File: config.mk
export PLATFORM = sky130hd
export DESIGN_NAME = fetch_stage
export DESIGN_NICKNAME = d
export VERILOG_FILES = /design/src/rtl/fetch_stage_pkg.sv /design/src/rtl/if_id_reg.sv /design/src/rtl/fetch_stage.sv
export SDC_FILE = /design/constraint.sdc
export NUM_CORES = 1
export LEC_CHECK = 0
export ABC_CLOCK_PERIOD_IN_PS = 2200
export CORE_MARGIN = 8
export CORE_UTILIZATION = 46
export CTS_BUF_LIST = sky130_fd_sc_hd__clkbuf_16
export DETAILED_ROUTE_END_ITERATION = 6
export PLACE_DENSITY = 0.77
export SYNTH_ARGS = -nofsm -noshare
export SYNTH_HDL_FRONTEND = slang
export SYNTH_SLANG_ARGS = --single-unit
File: constraint.sdc
create_clock -name clk -period 2.2 [get_ports clk]
set_input_delay 0.33 -clock clk [delete_from_list [all_inputs] [get_ports clk]]
set_output_delay 0.33 -clock clk [all_outputs]
set_load 0.01 [all_outputs]
File: src/rtl/fetch_stage_pkg.sv
// Shared constants, fetch FSM encodings and the IF/ID slot layout for the RV32I front end.
package fetch_stage_pkg;

  localparam logic [31:0] NOP_INSTR = 32'h0000_0013;
  localparam logic [31:0] RESET_PC  = 32'h0000_0000;
  localparam logic [31:0] PC_STEP   = 32'd4;

  typedef enum logic [1:0] {
    FETCH   = 2'd0,
    DISCARD = 2'd1,
    HOLD    = 2'd2,
    HALT    = 2'd3
  } fetch_state_t;

  typedef struct packed {
    logic [31:0] ir;
    logic [31:0] pc;
    logic [31:0] pc4;
  } if_id_t;

endpackage

File: src/rtl/if_id_reg.sv
// Pipeline slot register: flush beats load, otherwise holds. Flush clears valid and forces a NOP
// into ir while pc/pc4 keep their last values; contents appear one cycle after load.
module if_id_reg
  import fetch_stage_pkg::*;
#(
  parameter logic [31:0] NOP_IR = NOP_INSTR
) (
  input  logic   clk,
  input  logic   rst,
  input  logic   load,
  input  logic   flush,
  input  if_id_t data,
  output logic   valid,
  output if_id_t q
);

  always_ff @(posedge clk) begin
    if (!rst) begin
      valid <= 1'b0;
      q     <= '{ir: NOP_IR, pc: 32'd0, pc4: 32'd0};
    end else if (flush) begin
      valid <= 1'b0;
      q.ir  <= NOP_IR;
    end else if (load) begin
      valid <= 1'b1;
      q     <= data;
    end
  end

endmodule

File: src/rtl/fetch_stage.sv
// Instruction fetch + IF/ID register: ack to if_id_valid is one cycle; a stalled full slot parks
// one returned word in the hold buffer and stops requesting until the slot drains.
module fetch_stage #(
  parameter logic [31:0] RESET_PC  = fetch_stage_pkg::RESET_PC,
  parameter logic [31:0] NOP_INSTR = fetch_stage_pkg::NOP_INSTR
) (
  input  logic        clk,
  input  logic        rst,
  input  logic        stall,
  input  logic        redirect,
  input  logic [31:0] redirect_pc,
  output logic        imem_req,
  output logic [31:0] imem_addr,
  input  logic        imem_ack,
  input  logic [31:0] imem_rdata,
  output logic        if_id_valid,
  output logic [31:0] if_id_ir,
  output logic [31:0] if_id_pc,
  output logic [31:0] if_id_pc4,
  output logic        misalign
);
  import fetch_stage_pkg::*;

  fetch_state_t state, state_nxt;
  logic [31:0]  pc, pc_nxt;
  logic [31:0]  hold_ir, hold_pc;
  logic         capture, load, flush, slot_free, misalign_nxt;
  if_id_t       load_data, slot;

  assign slot_free    = !if_id_valid || !stall;
  assign misalign_nxt = misalign || (redirect && (redirect_pc[1:0] != 2'b00));
  assign imem_req     = (state == FETCH);
  assign imem_addr    = pc;

  always_comb begin
    state_nxt = state;
    pc_nxt    = pc;
    capture   = 1'b0;
    load      = 1'b0;
    flush     = 1'b0;
    load_data = '{ir: imem_rdata, pc: pc, pc4: pc + PC_STEP};
    case (state)
      FETCH: begin
        if (imem_ack && slot_free) begin
          load   = 1'b1;
          pc_nxt = pc + PC_STEP;
        end else if (imem_ack) begin
          capture   = 1'b1;
          pc_nxt    = pc + PC_STEP;
          state_nxt = HOLD;
        end
      end
      DISCARD: if (imem_ack) state_nxt = FETCH;
      HOLD: begin
        if (!stall) begin
          load      = 1'b1;
          load_data = '{ir: hold_ir, pc: hold_pc, pc4: hold_pc + PC_STEP};
          state_nxt = FETCH;
        end
      end
      default: ;
    endcase
    // Redirect overrides everything: the in-flight word is dropped or its ack awaited in DISCARD.
    if (redirect) begin
      pc_nxt  = redirect_pc;
      flush   = 1'b1;
      load    = 1'b0;
      capture = 1'b0;
      if (state == FETCH) state_nxt = imem_ack ? FETCH : DISCARD;
      else if (state == HOLD) state_nxt = FETCH;
    end
    if (misalign_nxt && state_nxt == FETCH) state_nxt = HALT;
    if (!load && slot_free) flush = 1'b1;
  end

  always_ff @(posedge clk) begin
    if (!rst) begin
      state    <= FETCH;
      pc       <= RESET_PC;
      hold_ir  <= NOP_INSTR;
      hold_pc  <= 32'd0;
      misalign <= 1'b0;
    end else begin
      state    <= state_nxt;
      pc       <= pc_nxt;
      misalign <= misalign_nxt;
      if (capture) begin
        hold_ir <= imem_rdata;
        hold_pc <= pc;
      end
    end
  end

  if_id_reg #(.NOP_IR(NOP_INSTR)) u_if_id (
    .clk   (clk),
    .rst   (rst),
    .load  (load),
    .flush (flush),
    .data  (load_data),
    .valid (if_id_valid),
    .q     (slot)
  );

  assign if_id_ir  = slot.ir;
  assign if_id_pc  = slot.pc;
  assign if_id_pc4 = slot.pc4;

endmodule

==> results.ini <==
[setup_path]
path_buf_inv=1
r2r_start=hold_pc[9]
crit_arrival_ps=2420
rr_worst_depth=6
max_stage_delay_ps=580
cp_max_fo=10
slowest_stage=or4_1
cp_cell_sequence=nand4_1 -> or4_1 -> buf_4 -> o31a_1 -> o21ai_0 -> o211ai_1
end_kind=register
critPathLaunch=hold_pc[9]
crit_cells=6
crit_family=simple AND/OR/NAND/NOR gates
critical_path_class=register to register
required_ps=2510
critPathLaunchType=register

[clock_tree]
clock_path_buffers=2
clk_latency_ps=440
root_buffer=clkbuf_16
htreeDepth=4
numCtsBuffers=17
clk_pin_slew_ps=80
cts_sinks=194
cts_tree=yes
hold_buffers=0

[floorplan]
initial_utilization_pct=46.9
die_h_um=157
core_sq_mm=0.0195
io_pins=200
rows=51
die_w_um=157
fp.dieArea_sq_mm=0.0247

[drt]
finalWirelength_um=30300
wl_per_cell_um=18.0
antenna_left=0
drt_iter0_markers=847
drcViolationCount=0
first_pass_iters=5
via_per_inst=5.69
vias=9572

[final_layout]
fin_cells=1681
finalNetCount=1473
n_fill_cell=1697
layout-drive-gt1-share_pct=11.0
final_util_pct=63.8
fin_area_sq_mm=0.0125
area_growth_pct=36.2

[worst_hold_path]
hp-class=register to register
hold_path_depth=2
worst_hold_startpoint=hold_ir[24]

[placed_design]
hpwl_um=21600
placed_area_sq_mm=0.0119
io_buffers=199
place_ws_ps=-103
numPlacedInstances=1648
place.gp.congestion=0.871

[sta]
max_freq_mhz=475
rsz0062_at_grt=no
setup_viol=0
finalMaxSlewViolations=0
finClkSkew_ps=8.33
worst_slack_ps=95.9
hold_viol=0
tightest_slew_ps=553
relSlewSlack_pct=63.1
period_needed_ps=2100
fin_crit_sh_pct=95.6

[yosys]
synthSimpleGateAreaFrac_pct=26.6
syn_area_per_cell_sq_um=7.63
yosysUniqueCellTypes=53
yosys_register_bits=194
synth.yosys.seq_area_share_pct=42.4
syn_area_sq_mm=0.00915
synth.net_count=1271
synth_top_family_by_area=simple AND/OR/NAND/NOR gates
synth_adder_area_share_pct=0.273
synth_compound_gate_area_share_pct=19.3
synthMuxAreaShare_pct=0.547
yosys_warnings=0
yosys.area_share.xor_xnor_pct=5.26
synth_enable_flop_cells=0
synthArstFlopShare_pct=0
synthFlopType=dfxtp_1
syn_inst=1200

[global_routing]
gr-total-overflow=0
antenna_found_initial=1
grtUsageTotal_pct=24.0
grt_pass1_wl_um=47400
grt_max_degree=75
grt_pass1_vias=8910

[run_status]
status=complete, no violations

[pwr]
irDropWorstVdd_v=0.000623
p_leak_uw=0.00422
power_density_mw_per_mm2=662

[flow_run]
maxCapViolations=0

## through the flow
stage	setup TNS (ps)	hold WS (ps)	power (uW)
2_1_floorplan	-262	437	4490
3_3_place_gp	-175	442	5220
3_5_place_dp	-542	447	5240
4_1_cts	0	457	8290
5_1_grt	0	474	8560
6_report	0	457	8260
## report_power, final
group / switching, uW / internal (uW) / leakage [uW]
clock: 1560 / 1520 / 0.000278
combinational: 744 / 660 / 0.00236
sequential: 112 / 3660 / 0.00158
total: 2420 / 5840 / 0.00422
## final timing paths
kind	to	slack [ps]
setup / recovery	u_if_id.q[31]	100
hold / removal	hold_ir[24]	460
setup reg to reg	u_if_id.q[31]	100
hold reg to reg	hold_ir[24]	460
## kinds of logic (layout without fill, tap and decap cells)
| group | count (synthesis) | after routing |
|---|---|---|
| simple gates | 553 | 553 |
| compound gates | 268 | 268 |
| flops | 194 | 194 |
| buf+inv | 123 | 338 |
| xor+xnor | 55 | 55 |
| mux | 5 | 5 |
| fa+ha+maj | 2 | 2 |
| other cells | 0 | 1 |
## Yosys cell counts (all sizes together), types with 3 or more instances
| cell type | n | share of area, % |
|---|---|---|
| a21oi | 102 | 5.6 |
| nand2 | 298 | 12 |
| a221o | 3 | 0.33 |
| xnor2 | 33 | 3.2 |
| o211ai | 11 | 0.90 |
| a311oi | 61 | 5.8 |
| clkbuf | 95 | 3.9 |
| o31a | 8 | 0.78 |
| nand3 | 42 | 2.3 |
| and2 | 3 | 0.21 |
| a211oi | 11 | 0.90 |
| o311ai | 3 | 0.29 |
| and4 | 7 | 0.68 |
| o221ai | 3 | 0.29 |
| xor2 | 22 | 2.1 |
| nor4 | 17 | 1.2 |
| nor3 | 33 | 1.8 |
| a21boi | 3 | 0.25 |
| nor2 | 102 | 4.2 |
| a31oi | 4 | 0.27 |
| nor3b | 4 | 0.33 |
| o21ai | 41 | 2.2 |
| or3 | 9 | 0.62 |
| or4 | 10 | 0.89 |
| o31ai | 8 | 0.66 |
| mux2i | 5 | 0.55 |
| nand4 | 19 | 1.5 |
| buf | 17 | 1.2 |
| inv | 11 | 0.45 |
| dfxtp | 194 | 42 |
| and3 | 5 | 0.34 |
## what timing repair did
action                                  4_1_cts  5_1_grt
gates resized for setup                       1        2
setup buffers                                 0        0
pin swaps                                     0        2
endpoints found under the setup margin        1        6
hold endpoints to repair                      0        0
## state kept, by name, indices dropped and copies added, names as in the netlist
name           cells
imem_addr         32
u_if_id.valid      1
hold_ir           32
misalign           1
state              2
u_if_id.q         94
hold_pc           32
## layer usage
metal,vias to the layer above,wire length (um),GRT usage [%],share of wire [%]
met5,-,0,0,0
met4,0,716,8.75,2.4
met3,51,2470,4.91,8.2
met2,418,14300,39.9,47
met1,4501,12800,30.2,42
li1,4602,-,-,-
## layout by cell type (no fill, tap or decap), types with 3 or more instances in the layout
cell and instances:
and3_1 4, buf_12 8, nor4_1 17, inv_1 10, o221ai_1 3, xor2_1 22, a211oi_1 11, xnor2_1 33
a221o_1 3, dfxtp_2 5, or3_1 8, clkdlybuf4s50_1 199, a31oi_1 4, o311ai_0 3, a311oi_1 61, dfxtp_1 187
clkbuf_16 17, o21ai_0 41, o211ai_1 11, nor2_1 102, mux2i_1 5, or4_4 3, nand2_1 297, nor3_1 32
o31ai_1 8, nand3_1 41, clkinv_8 3, a21oi_1 102, a21boi_0 3, nand4_1 18, buf_4 88, clkinvlp_4 3
and2_1 3, or4_1 6, inv_8 5, o31a_1 7, nor3b_1 3, and4_1 5
## final cells by class
| cell class | instances | area [sq um] | area share [%] |
|---|---|---|---|
| Antenna cell | 1 | 2.50 | 0.0201 |
| Sequential cell | 194 | 3900 | 31.3 |
| Multi-Input combinational cell | 883 | 4790 | 38.4 |
| Clock inverter | 15 | 163 | 1.30 |
| Tap cell | 265 | 332 | 2.66 |
| Timing Repair Buffer | 295 | 2810 | 22.6 |
| Inverter | 11 | 42.5 | 0.341 |
| Clock buffer | 17 | 425 | 3.41 |
## tightest hold or removal path, delay by kind of cell (launching register included)
kind	cells	cell delay [ps]
and+or+nand+nor	1	50
DFF	1	310
AOI/OAI and AO/OA	1	50
Note: power is estimated with default switching activity, not from simulation.
